--- src/rtl/frac_divider.sv ---
// -----------------------------------------------------------------------------
// frac_divider
//
// Fixed-point unsigned divider. It computes
//   out_quotient  = floor(dividend * 2^FRAC_W / divisor)
//   out_remainder = (dividend * 2^FRAC_W) mod divisor
// using a restoring, bit-serial algorithm that resolves one quotient bit per
// cycle, MSB first.
//
// Protocol:
//   - An operand pair is accepted on a rising edge where in_valid && in_ready.
//     in_ready is high only while idle.
//   - The result is held on the out_* ports with out_valid high until the
//     consumer takes it with out_ready. The block then returns to idle.
//   - A zero divisor skips the iteration. The result is then all-ones
//     quotient, zero remainder and out_dbz set.
//
// Parameters:
//   DIVIDEND_W  unsigned dividend width
//   DIVISOR_W   unsigned divisor width
//   FRAC_W      fractional quotient bits (QUO_W = DIVIDEND_W + FRAC_W)
//
// Ports:
//   clk, rst                    clock, asynchronous active-high reset
//   in_valid / in_ready         operand handshake
//   in_dividend, in_divisor     operands
//   out_valid / out_ready       result handshake
//   out_quotient                QUO_W-bit quotient
//   out_remainder               DIVISOR_W-bit remainder
//   out_dbz                     divide-by-zero flag (qualified by out_valid)
//
// Build option:
//   FRAC_DIVIDER_EARLY_TERM_EN  When this macro is defined, the iteration stops
//                               once the partial remainder and every unconsumed
//                               numerator bit are zero. The remaining quotient
//                               bits are already zero. The results are the
//                               same with or without the macro; only the
//                               latency changes.
// -----------------------------------------------------------------------------
module frac_divider #(
  parameter int DIVIDEND_W = 10,
  parameter int DIVISOR_W  = 3,
  parameter int FRAC_W     = 10,
  localparam int QUO_W     = DIVIDEND_W + FRAC_W
) (
  input  logic                  clk,
  input  logic                  rst,
  input  logic                  in_valid,
  output logic                  in_ready,
  input  logic [DIVIDEND_W-1:0] in_dividend,
  input  logic [DIVISOR_W-1:0]  in_divisor,
  output logic                  out_valid,
  input  logic                  out_ready,
  output logic [QUO_W-1:0]      out_quotient,
  output logic [DIVISOR_W-1:0]  out_remainder,
  output logic                  out_dbz
);

  localparam int CNT_W = (QUO_W > 1) ? $clog2(QUO_W) : 1;

  typedef enum logic [1:0] {
    IDLE   = 2'd0,
    DIVIDE = 2'd1,
    DONE   = 2'd2
  } state_t;

  state_t               state;
  logic [QUO_W-1:0]     num;   // unconsumed numerator bits, MSB first
  logic [DIVISOR_W-1:0] dsr;   // latched divisor
  logic [DIVISOR_W:0]   rem;   // partial remainder (one guard bit)
  logic [CNT_W-1:0]     idx;   // quotient bit being resolved this cycle

  // One restoring step.
  logic [DIVISOR_W:0]   rem_sh;
  logic [DIVISOR_W:0]   rem_nxt;
  logic [QUO_W-1:0]     num_nxt;
  logic                 q_bit;
  logic                 last_bit;
  logic                 early_done;

  always_comb begin
    // After a restore the remainder is < divisor, so the shift cannot lose a
    // set bit. The guard bit keeps the compare exact.
    rem_sh   = (rem << 1) | {{DIVISOR_W{1'b0}}, num[QUO_W-1]};
    q_bit    = (rem_sh >= {1'b0, dsr});
    rem_nxt  = q_bit ? (rem_sh - {1'b0, dsr}) : rem_sh;
    num_nxt  = num << 1;
    last_bit = (idx == '0);
`ifdef FRAC_DIVIDER_EARLY_TERM_EN
    // This check uses the state after the current step. When both values are
    // zero, every later step would shift in zero and set no quotient bit.
    early_done = (rem_nxt == '0) && (num_nxt == '0);
`else
    early_done = 1'b0;
`endif
  end

  assign out_remainder = rem[DIVISOR_W-1:0];

  always_ff @(posedge clk or posedge rst) begin
    if (rst) begin
      state        <= IDLE;
      in_ready     <= 1'b1;
      out_valid    <= 1'b0;
      out_quotient <= '0;
      out_dbz      <= 1'b0;
      rem          <= '0;
      num          <= '0;
      dsr          <= '0;
      idx          <= '0;
    end else begin
      case (state)
        IDLE: begin
          // in_ready is high only in IDLE, so in_valid alone is the accept.
          if (in_valid) begin
            in_ready <= 1'b0;
            if (in_divisor == '0) begin
              state        <= DONE;
              out_valid    <= 1'b1;
              out_quotient <= '1;
              out_dbz      <= 1'b1;
              rem          <= '0;
            end else begin
              state        <= DIVIDE;
              dsr          <= in_divisor;
              num          <= {in_dividend, {FRAC_W{1'b0}}};
              rem          <= '0;
              out_quotient <= '0;
              out_dbz      <= 1'b0;
              idx          <= CNT_W'(QUO_W - 1);
            end
          end
        end

        DIVIDE: begin
          // The quotient was cleared on accept, so on an early exit the
          // unresolved low bits are already correct.
          out_quotient[idx] <= q_bit;
          rem               <= rem_nxt;
          num               <= num_nxt;
          idx               <= idx - 1'b1;
          if (last_bit || early_done) begin
            state     <= DONE;
            out_valid <= 1'b1;
          end
        end

        DONE: begin
          if (out_ready) begin
            state     <= IDLE;
            out_valid <= 1'b0;
            in_ready  <= 1'b1;
          end
        end

        default: begin
          state     <= IDLE;
          out_valid <= 1'b0;
          in_ready  <= 1'b1;
        end
      endcase
    end
  end

endmodule

--- config.mk ---
export PLATFORM = sky130hd
export DESIGN_NAME = frac_divider
export DESIGN_NICKNAME = d
export VERILOG_FILES = /design/src/rtl/frac_divider.sv
export SDC_FILE = /design/constraint.sdc
export NUM_CORES = 1
export LEC_CHECK = 0
export CAP_MARGIN = 20
export CORE_MARGIN = 5
export CORE_UTILIZATION = 50
export DETAILED_ROUTE_END_ITERATION = 16
export DONT_BUFFER_PORTS = 1
export PLACE_DENSITY = 0.78
export SLEW_MARGIN = 25
export SYNTH_ARGS = -nofsm -noshare
export SYNTH_HDL_FRONTEND = slang
export SYNTH_SLANG_ARGS = --single-unit
--- constraint.sdc ---
create_clock -name clk -period 1.7 [get_ports clk]
set_input_delay 0.34 -clock clk [delete_from_list [all_inputs] [get_ports clk]]
set_output_delay 0.34 -clock clk [all_outputs]
set_load 0.005 [all_outputs]
==> run metrics <==
Rel. slew slack=0.642; Clock power frac=0.107; Final HPWL DP=roughly 4100 µm; DIE WIDTH=79.5 µm; CP Launch Type=flop; violated checks=setup timing; RSZ-0062 raised after global routing=yes; die area=0.00632 mm²; synth top area cells=dfrtp_1 47%, nand2_1 5.6%, a221oi_1 5.4%; vias in the first global route=~1900; Hold Fails Final Rpt=0; power density cells=~2100 mW/mm²; I/O pins=43; Via Count=a little under 2000; initial antenna violation count=0; Clk Latency, worst-skew pair=about 0.30 ns; largest net degree at the start of global routing=21; Sw Share=0.422; critical path class=flop to flop; Reg clk slew, reported paths=roughly 0.090 ns; Place WS=-0.155 ns; max-slew violations=0; row count=25; logic gate share of total power=0.546; DR iter-0 viols=93; sequential share of the synthesized area=0.477; crit end category=flop; maxcap violations=0; final setup margin=-0.117 ns; # nets final=roughly 300; Period minus WS final=roughly 1.8 ns; xor/xnor share of the synthesized area=0.00725; GPL Wtd Cong=~0.84; Synth area leader=dfrtp_1; Main synth FF type=dfrtp_1; Post-Syn Area=about 0.0024 mm²; Clock Path Buffers=2; share of flip-flops with an asynchronous set or reset=1.00; port bufs=0; grt total ovfl=0; yosys warns=0; Fmax=about 0.55 GHz; library cells used by synthesis=49; Synth Area in Compound Gates=0.208; top-area cell type share of the netlist area=0.466; WL/cell=18.3 µm; Yosys reg bits=46; leakage=between 1 and 1.5 nW; Placeable Area=approximately 0.0047 mm²; P_int=roughly 3.5 mW; initial core utilization=0.515; Post-DRT Antenna Nets=0; # DRC=0; synthesized instance count=around 250; largest family of logic cells by synthesized area=compound AO/OA/AOI/OAI gates; Placed Area=roughly 0.0027 mm²; number of flops mapped to enable cells by yosys=0; Peak supply drop=1050 µV; Area Overhead vs Synth=21.1%; final setup fails=13; commonest non-fill, non-tap cell in the layout=dfrtp_1; mux contribution to synthesized area=0.0129; status=finished with violations; sequential power share=0.347; htree depth=2; Net Sw Power=approximately 2.6 mW; fill cell count=377; Syn Area/Cell=9.82 µm²; layout cells sized above 1=0.287; routed wire length=between 5000 and 6000 µm; Register Area=approximately 0.0012 mm²; Critical Path RT=roughly 1.9 ns; first-pass iteration count of the detailed router=4; Synth Area in Simple Gates=0.195; gr usage total=0.193; CTS root buffer=clkbuf_8; most frequent cells in the layout=45 x dfrtp_1, 36 x nand2_1, 30 x buf_4; Worst-Margin Slew=roughly 0.54 ns; global-route wire length before repair=between 9000 and 10000 µm; CTS Buf Count=5; Max FO, Critical Path=5; CTS sink cnt=46; Setup Skew=between 0.009 and 0.01 ns; Worst EP arrival=2.03 ns; Synth Area in Adders=0.0445; DR vias/cell=6.03; Fin Hold WS=0.147 ns; Vert. Die Dim=approximately 80 µm; Hold Path Class=input pin to flop; multi-input logic area=~0.0013 mm²; CTS tree=yes; Finished Cell Area=0.00293 mm²; post-synthesis net count=roughly 270; ANT cells=0; Tcrit/Tclk final=1.07
-- cells by family after synthesis --
family / after synthesis
and+or+nand+nor: 93
AOI/OAI and AO/OA: 67
DFF: 46
buffers and inverters: 27
adders and majority gates: 8
muxes: 3
xor gates and xnor gates: 2
-- power by group through the flow --
stage	Combinational [mW]	Clock [mW]	Sequential, mW
floorplan	2.05	0	1.97
global placement	2.68	0	2.08
detailed placement	2.77	0	2.12
CTS	2.95	0.664	2.10
global route	3.62	0.702	2.18
finish	3.31	0.647	2.10
-- sequential cells by signal, summed over array words and instances, names as in the netlist --
signal        count
dsr               3
idx               5
in_ready          1
num              10
out_dbz           1
out_quotient     20
out_valid         1
rem               3
state             2
-- worst paths after layout --
check,end,start,cells past startpoint,slack (ns)
max reg2reg,out_quotient[5],num[19],8,-0.12
min in group asynchronous,idx[1],rst,2,0.48
min,dsr[0],in_divisor[0],2,0.15
max,out_quotient[5],num[19],8,-0.12
min reg2reg,out_dbz,out_dbz,1,0.51
max in group asynchronous,out_quotient[18],rst,3,0.67
-- Yosys cell counts, types with 2 or more instances --
cell       n
a221oi_1  15
a211oi_1   5
mux2i_1    2
nor2b_1    7
a21o_1     2
xor2_1     2
buf_6      3
ha_1       7
nor3_1     2
nand2_1   36
buf_2      8
nor2_2     2
nand2b_1   2
a21oi_1    7
o211ai_1   2
nor2_1    29
o21ai_0    8
clkbuf_1   6
dfrtp_1   45
nand3_1    2
inv_1     10
a31oi_1   17
-- timing repair --
action / in CTS / in global routing
gates cloned: 1 / 0
hold endpoints to repair: 17 / 0
setup buffers: 1 / 1
resized for setup: 8 / 21
pin swaps: 17 / 9
hold buffers: 1 / 0
setup endpoints to repair: 23 / 23
-- through the flow --
stage / TNS [ns] / utilization / power, mW / cells
2_1_floorplan: -0.0868 / - / 4.02 / 246
3_3_place_gp: -0.881 / 0.571 / 4.76 / 315
3_5_place_dp: -1.91 / 0.571 / 4.90 / 315
4_1_cts: -0.554 / 0.598 / 5.72 / 325
5_1_grt: -2.55 / 0.623 / 6.50 / 326
6_report: -0.768 / 0.623 / 6.06 / 326
-- critical path, cell delays in order (launching register included) --
cell	delay, ns
dfrtp_1	0.37
inv_2	0.06
ha_4	0.15
fa_2	0.36
nor2b_4	0.16
buf_6	0.12
a311o_2	0.22
nor2_1	0.09
a221oi_2	0.19
-- per-layer routing --
layer,GRT usage,part of all wire,vias up
met3,0.0553,0.079,13
met4,0.0842,0.024,0
met2,0.320,0.50,73
met1,0.232,0.40,940
met5,0,0,-
li1,-,-,939
-- area by class of cell --
cell class              count  share of cell area
inverters                  10              0.0128
multi-input cells         174               0.440
well taps                  54              0.0231
repair buffers             35               0.103
clock buffers               6              0.0248
clock inverters             1             0.00257
flip-flops and latches     46               0.394
Power figures use the tool's default switching activity.
